$ cat config.mk
export PLATFORM = sky130hd
export DESIGN_NAME = led_pulse_scheduler
export DESIGN_NICKNAME = d
export VERILOG_FILES = /design/src/rtl/led_pulse_scheduler.sv
export SDC_FILE = /design/constraint.sdc
export NUM_CORES = 1
export LEC_CHECK = 0
export ABC_AREA = 1
export CORE_MARGIN = 2
export CORE_UTILIZATION = 50
export CTS_CLUSTER_DIAMETER = 200
export DETAILED_ROUTE_END_ITERATION = 8
export GPL_TIMING_DRIVEN = 0
export PLACE_DENSITY = 0.78
export SLEW_MARGIN = 20
export SYNTH_ARGS = -nofsm -noshare
export SYNTH_HDL_FRONTEND = slang
export SYNTH_SLANG_ARGS = --single-unit
$ cat constraint.sdc
create_clock -name clk -period 3.15 [get_ports clk]
set_input_delay 0.315 -clock clk [delete_from_list [all_inputs] [get_ports clk]]
set_output_delay 0.315 -clock clk [all_outputs]
set_load 0.02 [all_outputs]
$ cat src/rtl/led_pulse_scheduler.sv
// ---------------------------------------------------------------------------
// led_pulse_scheduler
//
// Four-channel LED driver sharing one PWM frame counter.  Each channel runs
// one of four modes:
//   OFF      - LED held low
//   ON       - LED held high
//   BREATHE  - PWM duty ramps up/down by 'step' once per frame (triangle)
//   BLINK    - LED toggles every BLINK_FRAMES frames
//
// Commands arrive on a valid/ready handshake and are held in a single-entry
// pending slot.  A pending command is written into its channel at the next
// frame wrap, so a mode change always starts on a frame boundary.
//
// Parameters
//   PERIOD        frame length in clk cycles (2 .. 2^24-1)
//   BLINK_FRAMES  frames per blink half-period (>= 1)
//
// Ports
//   clk         clock, all state changes on the rising edge
//   rst_n       asynchronous, active-low reset
//   cmd_valid   command present
//   cmd_ready   scheduler can accept a command (low in reset and while a
//               command is pending)
//   cmd_chan    target channel 0..3
//   cmd_mode    0 OFF, 1 ON, 2 BREATHE, 3 BLINK
//   cmd_step    breathe duty increment per frame
//   led         registered per-channel LED drive
//   frame_tick  registered, one-cycle pulse in the cnt==0 cycle after a wrap
// ---------------------------------------------------------------------------
module led_pulse_scheduler #(
  parameter int PERIOD       = 500000,
  parameter int BLINK_FRAMES = 50
) (
  input  logic        clk,
  input  logic        rst_n,
  input  logic        cmd_valid,
  output logic        cmd_ready,
  input  logic [1:0]  cmd_chan,
  input  logic [1:0]  cmd_mode,
  input  logic [23:0] cmd_step,
  output logic [3:0]  led,
  output logic        frame_tick
);

  // Blink counter only needs to reach BLINK_FRAMES-1.
  localparam int BW = (BLINK_FRAMES > 1) ? $clog2(BLINK_FRAMES) : 1;

  localparam logic [23:0]   CNT_LAST    = 24'(PERIOD - 1);
  localparam logic [23:0]   PERIOD_24   = 24'(PERIOD);
  localparam logic [24:0]   PERIOD_25   = 25'(PERIOD);
  localparam logic [BW-1:0] BLINK_LAST  = BW'(BLINK_FRAMES - 1);

  typedef enum logic [1:0] {
    MODE_OFF     = 2'd0,
    MODE_ON      = 2'd1,
    MODE_BREATHE = 2'd2,
    MODE_BLINK   = 2'd3
  } mode_t;

  typedef enum logic {
    ST_IDLE = 1'b0,
    ST_PEND = 1'b1
  } state_t;

  // -------------------------------------------------------------------------
  // Shared frame counter
  // -------------------------------------------------------------------------
  logic [23:0] cnt_reg;
  logic        frame_tick_reg;
  logic        wrap;

  // 'wrap' is the last cycle of a frame; every per-frame update and every
  // command apply happens on the edge that closes this cycle.
  assign wrap = (cnt_reg == CNT_LAST);

  always_ff @(posedge clk or negedge rst_n) begin
    if (!rst_n) begin
      cnt_reg        <= '0;
      frame_tick_reg <= 1'b0;
    end else begin
      cnt_reg        <= wrap ? 24'd0 : cnt_reg + 24'd1;
      frame_tick_reg <= wrap;
    end
  end

  assign frame_tick = frame_tick_reg;

  // -------------------------------------------------------------------------
  // Command FSM
  // -------------------------------------------------------------------------
  state_t      state_reg, state_next;
  logic        ready_en_reg;   // holds cmd_ready low until the first edge out of reset
  logic        accept;
  logic        apply;
  logic [1:0]  pend_chan_reg;
  mode_t       pend_mode_reg;
  logic [23:0] pend_step_reg;

  always_ff @(posedge clk or negedge rst_n) begin
    if (!rst_n) begin
      state_reg    <= ST_IDLE;
      ready_en_reg <= 1'b0;
    end else begin
      state_reg    <= state_next;
      ready_en_reg <= 1'b1;
    end
  end

  always_comb begin
    state_next = state_reg;
    cmd_ready  = 1'b0;
    accept     = 1'b0;
    apply      = 1'b0;
    case (state_reg)
      ST_IDLE: begin
        cmd_ready = ready_en_reg;
        if (cmd_valid && ready_en_reg) begin
          accept     = 1'b1;
          state_next = ST_PEND;
        end
      end
      ST_PEND: begin
        // A command accepted on the wrap cycle only reaches PEND after that
        // wrap, so it naturally waits for the following one.
        if (wrap) begin
          apply      = 1'b1;
          state_next = ST_IDLE;
        end
      end
      default: state_next = ST_IDLE;
    endcase
  end

  // Pending command slot
  always_ff @(posedge clk or negedge rst_n) begin
    if (!rst_n) begin
      pend_chan_reg <= '0;
      pend_mode_reg <= MODE_OFF;
      pend_step_reg <= '0;
    end else if (accept) begin
      pend_chan_reg <= cmd_chan;
      pend_mode_reg <= mode_t'(cmd_mode);
      pend_step_reg <= cmd_step;
    end
  end

  // -------------------------------------------------------------------------
  // Per-channel state and LED decision
  // -------------------------------------------------------------------------
  logic [3:0] led_next;
  logic [3:0] led_reg;

  for (genvar gi = 0; gi < 4; gi++) begin : g_chan
    mode_t       mode_reg;
    logic [23:0] step_reg;
    logic [23:0] duty_reg;
    logic        dir_reg;        // 0 = ramping up, 1 = ramping down
    logic [BW-1:0] blink_cnt_reg;
    logic        phase_reg;
    logic        write_sel;
    logic [24:0] duty_sum;       // one spare bit so duty+step never wraps
    logic        decision;

    assign write_sel = apply && (pend_chan_reg == 2'(gi));
    assign duty_sum  = {1'b0, duty_reg} + {1'b0, step_reg};

    always_ff @(posedge clk or negedge rst_n) begin
      if (!rst_n) begin
        mode_reg      <= MODE_OFF;
        step_reg      <= '0;
        duty_reg      <= '0;
        dir_reg       <= 1'b0;
        blink_cnt_reg <= '0;
        phase_reg     <= 1'b0;
      end else if (write_sel) begin
        // The written channel restarts cleanly; its per-frame update is
        // skipped this cycle so the new mode begins at duty 0 / phase 0.
        mode_reg      <= pend_mode_reg;
        step_reg      <= pend_step_reg;
        duty_reg      <= '0;
        dir_reg       <= 1'b0;
        blink_cnt_reg <= '0;
        phase_reg     <= 1'b0;
      end else if (wrap) begin
        case (mode_reg)
          MODE_BREATHE: begin
            if (!dir_reg) begin
              if (duty_sum >= PERIOD_25) begin
                duty_reg <= PERIOD_24;
                dir_reg  <= 1'b1;
              end else begin
                duty_reg <= duty_sum[23:0];
              end
            end else begin
              if (duty_reg <= step_reg) begin
                duty_reg <= '0;
                dir_reg  <= 1'b0;
              end else begin
                duty_reg <= duty_reg - step_reg;
              end
            end
          end
          MODE_BLINK: begin
            if (blink_cnt_reg == BLINK_LAST) begin
              blink_cnt_reg <= '0;
              phase_reg     <= ~phase_reg;
            end else begin
              blink_cnt_reg <= blink_cnt_reg + BW'(1);
            end
          end
          default: ;
        endcase
      end
    end

    always_comb begin
      decision = 1'b0;
      case (mode_reg)
        MODE_OFF:     decision = 1'b0;
        MODE_ON:      decision = 1'b1;
        MODE_BREATHE: decision = (cnt_reg < duty_reg);
        MODE_BLINK:   decision = phase_reg;
        default:      decision = 1'b0;
      endcase
    end

    assign led_next[gi] = decision;
  end

  // All channels pass through the same register, so every LED lags its
  // decision by exactly one cycle and stays glitch-free.
  always_ff @(posedge clk or negedge rst_n) begin
    if (!rst_n) begin
      led_reg <= 4'b0000;
    end else begin
      led_reg <= led_next;
    end
  end

  assign led = led_reg;

endmodule

# After elaboration in Yosys (flattened, before gate mapping)
# Cells that the tools add are included.
# word_totals
elab_cells,212
reg_bits,291
output_inout_bits,6
input_bits,31
# op_classes
order_cmp,12
addsub,13
n_reduce_logical,38
n_eq_ne,20
mux,92
bitwise,5
# ops
operator,count
$mux 24,25
$add 24x24->25,4
$ge 25x19->1 const B,4
$le 24x24->1,4
$lt 24x24->1,4
$mux 6,16
$sub 24x24->24,4
$mux 1,46
$reduce_bool 2->1,16
$add 24x1->24 const B,1
$add 6x1->6 const B,4
$eq 24x19->1 const B,1
$eq 6x6->1 const B,4
$eq 2x2->1 const B,10
$pmux 1 s4,4
$reduce_and 2->1,8
$reduce_and 3->1,4
$eq 2x1->1 const B,5
$logic_not 2->1,5
$logic_and 1x1->1,5
$not 1->1,5
$pmux 1 s2,1

# Longest topological paths before layout
# logic_depth
depth_word,7
ltp_mapped,24
depth_no_buf,23

# Least setup slack after synthesis
# Ideal clock, no wire load.
# synth_timing
kind,register to register
start,reg g_chan[1].step_reg[0]
end,reg g_chan[1].duty_reg[6]
n_path_buf,1
setup_ns,0.117
setup_slack_ns,0.651
required_time_ns,3.033
t_arrival_ns,2.383
synth_period_minus_slack_ns,2.499
path_stages_with_launch,22
cell_sequence,dfrtp_1 ha_1 inv_1 fa_1 nor2_1 nand2_1 nand2_1 nand2_1 nand2_1 nand2_1 nand2_1 nand2_1 nand2_1 xor2_1 nand2_1 nor2_1 nand2_1 buf_4 nand4_1 nand2_1 nand2_1 nand2_1
# synth_between
elab_chain_len,7
word_cells_on_any_way,10
classes_between,2 x add/sub; 2 x order compare; 6 x mux
# synth_lines
element,line_no,source
start: declaration,156,logic [23:0] step_reg;
start signal: assignment,180,step_reg <= pend_step_reg;
$add 24x24->25,166,"assign duty_sum = {1'b0, duty_reg} + {1'b0, step_reg};"
$ge 25x19->1,189,if (duty_sum >= PERIOD_25) begin
$mux 24,189,
$mux 24 (*),188,if (!dir_reg) begin
$mux 24 (*),186,case (mode_reg)
$mux 24 (*),185,end else if (wrap) begin
$mux 24 (*),176,end else if (write_sel) begin
end signal: assignment,193,duty_reg <= duty_sum[23:0];
end signal: assignment,200,duty_reg <= duty_reg - step_reg;
end: declaration,157,logic [23:0] duty_reg;
# Every way passes the cells marked *; elsewhere a longest branch is shown, timed or not. The select of a mux whose other input is x is not followed.
# A chain may end at the register's enable or synchronous reset.

# Worst setup path after layout
# layout_timing
start,reg g_chan[0].duty_reg[0]
end,reg g_chan[0].duty_reg[14]
# layout_between
elab_chain_len,7
word_cells_on_any_way,10
classes_between,2 x add/sub; 2 x order compare; 6 x mux
# layout_lines
element,line_no
start: declaration,157
start signal: assignment,193
start signal: assignment,200
$add 24x24->25,166
$ge 25x19->1,189
$mux 24,189
$mux 24 (*),188
$mux 24 (*),186
$mux 24 (*),185
$mux 24 (*),176
# Marked as above.

==> flow_summary.ini <==
[final_layout]
fillers = 5188
layout-drive-gt1-share = 0.0813
finalCoreUtilization = 0.564
syn_to_final_growth_pct = 11.2
final_common_cell = nand2_1
layout_common_cells = 1139 x nand2_1, 631 x inv_1, 337 x nor2_1
fin_nets = 4592

[detailed_routing]
wl_per_cell_um = 17.8
drc_errors = 0
vias = 28100
routed_wl_um = 88500
post_drt_via_cell_ratio = 5.64
drt-initial-drc-count = 2570
antenna_left = 0
first_pass_iters = 6

[power]
p_int_w = 0.00620
combPwrFrac = 0.016
p_sw_w = 0.00174
p_clk_frac = 0.513
switching_share = 0.220
total_power_w = 0.00794
p_seq_frac = 0.471
irDropWorstVdd_v = 0.000388
p_leak_nw = 16.9
p_per_area_nw_per_um2 = 260

[critical_path]
worstPathMaxFanout = 10
crit_path_end_kind = flip-flop
reg2regPathDepth = 19
start_kind = flip-flop
criticalPathCategory = flip-flop to flip-flop
worst_ep_arrival_time_ns = 3.49
rrSetupSlack_ns = 0.12
r2r-end = g_chan[0].duty_reg[14]
rr_startpoint = g_chan[0].duty_reg[0]
worstPathRequired_ns = 3.61

[sta]
setup-violations-final = 0
slew_headroom = 0.490
fin_crit_ns = 3.03
max_freq_ghz = 0.330
final.period_utilization = 0.963
tns_ns = 0
slew_viol_final = 0
skew_ns = 0.0263
grt_setup_unrepaired = true
finalHoldViolCount = 0
tightest_slew_ns = 0.766
hold_slack_ns = 0.255

[global_route]
grt-ovfl-total = 0
grt_pass1_vias = 26000
grt_max_degree = 92
grt.total_usage = 0.307
antenna_found_initial = 7
grt_pass1_wl_um = 139000

[synth]
synthesis.area_um2 = 27400
yosysUniqueCellTypes = 65
synth_top_cell_by_area = dfrtp_1
synth_nets = 4489
synth-seq-cells = 291
synthTopCellsByArea = dfrtp_1 27%, nand2_1 16%, ha_1 13%
synth_edf_count = 0
ys_seq_area_frac = 0.265
synth_area_per_cell_um2 = 6.60
yosys_warnings = 0
async_flop_share = 1.00
synth_top_flop_cell = dfrtp_1
synth_top_area_frac = 0.265
synthCells = 4157

[floorplan]
die_y_um = 238
num_rows = 85
core_area_um2 = 54000
io_pins = 37
design.die.area_um2 = 56700
initial_core_util = 0.508
die_w_um = 238

[placed_design]
dp_hpwl_um = 68600
portBuffers = 36
place.gp.congestion = 1.00

[clocking]
path_clk_slew_ns = 0.06
cts.htree.levels = 2
cts-root-buf = clkbuf_16
cts.sinks = 291
clk_latency_ns = 0.54
cts_tree = built
cts_buffers = 34
clockBufferDepth = 3

[flow_run]
cap_viol_max_count = 0

[worst_hold_path]
hold_class = input port to async pin

[run_status]
status = finished, final reports clean
## worst max-delay path, cell delays in order (launching register included)
cell      delay, ns
dfrtp_2        0.40
inv_1          0.07
ha_1           0.20
inv_1          0.07
fa_1           0.20
nand3_1        0.08
nand2_1        0.12
a21oi_2        0.10
o21ai_1        0.18
inv_1          0.10
o21ai_1        0.28
nand2_1        0.08
nand2_1        0.07
nand2_1        0.09
nor2_2         0.30
clkbuf_4       0.32
nand2_1        0.07
nand2_1        0.09
nand2_1        0.06
nand2_1        0.06
## Yosys cell counts, drive strengths merged (5+ instances only)
| library cell | count |
|---|---|
| xor2 | 95 |
| nor2 | 377 |
| nand3 | 223 |
| clkinv | 6 |
| dfrtp | 291 |
| a21o | 13 |
| nand4 | 103 |
| a21boi | 9 |
| o22ai | 6 |
| nor3 | 49 |
| a21oi | 305 |
| nand3b | 6 |
| o21a | 13 |
| a211oi | 13 |
| or2 | 9 |
| ha | 293 |
| buf | 94 |
| fa | 8 |
| o21bai | 33 |
| inv | 654 |
| o31ai | 11 |
| nor4 | 15 |
| xnor2 | 6 |
| nor3b | 5 |
| o211ai | 12 |
| o21ai | 280 |
| nand2 | 1164 |
| clkbuf | 36 |
## layer usage
metal | GRT usage | share of wire
met4 | 0.113 | 0.040
met3 | 0.0492 | 0.081
met2 | 0.486 | 0.44
met5 | 0 | 0.00086
met1 | 0.424 | 0.44
## metrics by stage
stage / instances / worst slack, ns / instance area (µm²)
floorplan: 4157 / 0.651 / 27400
global placement: 4889 / -10.77 / 28700
detailed placement: 4892 / -0.191 / 28700
CTS: 4952 / 0.00772 / 29900
global route: 4980 / -0.0788 / 30500
finish: 4982 / 0.118 / 30500
## timing repair
action	in CTS	in global routing
endpoints found under the setup margin	21	96
setup buffers	0	26
hold buffers	1	0
pin swaps	1	21
hold endpoints to repair	33	0
cloned	0	1
resized for setup	9	121
## logic make-up (layout without fill, tap and decap cells)
| group | Yosys count | count (layout) | share of synthesized area |
|---|---|---|---|
| multiplexers | 3 | 3 | 0.00109 |
| AO/OA/AOI/OAI | 712 | 712 | 0.143 |
| XOR/XNOR | 101 | 101 | 0.0322 |
| buffers and inverters | 790 | 916 | 0.116 |
| AND/OR/NAND/NOR | 1958 | 1958 | 0.303 |
| flip-flops | 291 | 291 | 0.265 |
| other | 1 | 4 | 0.000137 |
| adder cells (fa/ha/maj) | 301 | 301 | 0.139 |
## worst max path at each step
| stage | startpoint | end | slack [ns] | cells after the start |
|---|---|---|---|---|
| 2_1_floorplan | g_chan[1].step_reg[0] | g_chan[1].duty_reg[6] | 0.65 | 21 |
| 3_3_place_gp | rst_n | g_chan[0].blink_cnt_reg[5] | -10.77 | 1 |
| 3_5_place_dp | g_chan[0].duty_reg[0] | g_chan[0].duty_reg[8] | -0.19 | 19 |
| 4_1_cts | g_chan[3].duty_reg[0] | g_chan[3].duty_reg[8] | 0.008 | 17 |
| 5_1_grt | g_chan[0].duty_reg[0] | g_chan[0].duty_reg[14] | -0.08 | 19 |
| 6_report | g_chan[0].duty_reg[0] | g_chan[0].duty_reg[14] | 0.12 | 19 |
## power by group through the flow
stage          combinational (W)  clock (W)  sequential (W)
2_1_floorplan        0.000000532          0         0.00381
3_3_place_gp            0.000113          0         0.00381
3_5_place_dp            0.000127          0         0.00381
4_1_cts                 0.000129    0.00410         0.00374
5_1_grt                 0.000142    0.00425         0.00374
6_report                0.000124    0.00408         0.00374
## area by class of cell
class,count,area (µm²),area share
multi-input cells,3076,17300,0.568
clock buffers,46,967,0.0317
plain buffers,130,724,0.0238
flip-flops and latches,291,7300,0.239
diodes,3,7.51,0.000246
repair buffers,67,664,0.0218
well taps,696,871,0.0286
inverters,660,2490,0.0816
clock inverters,13,159,0.00521
Note: power is estimated with default switching activity, not from simulation.
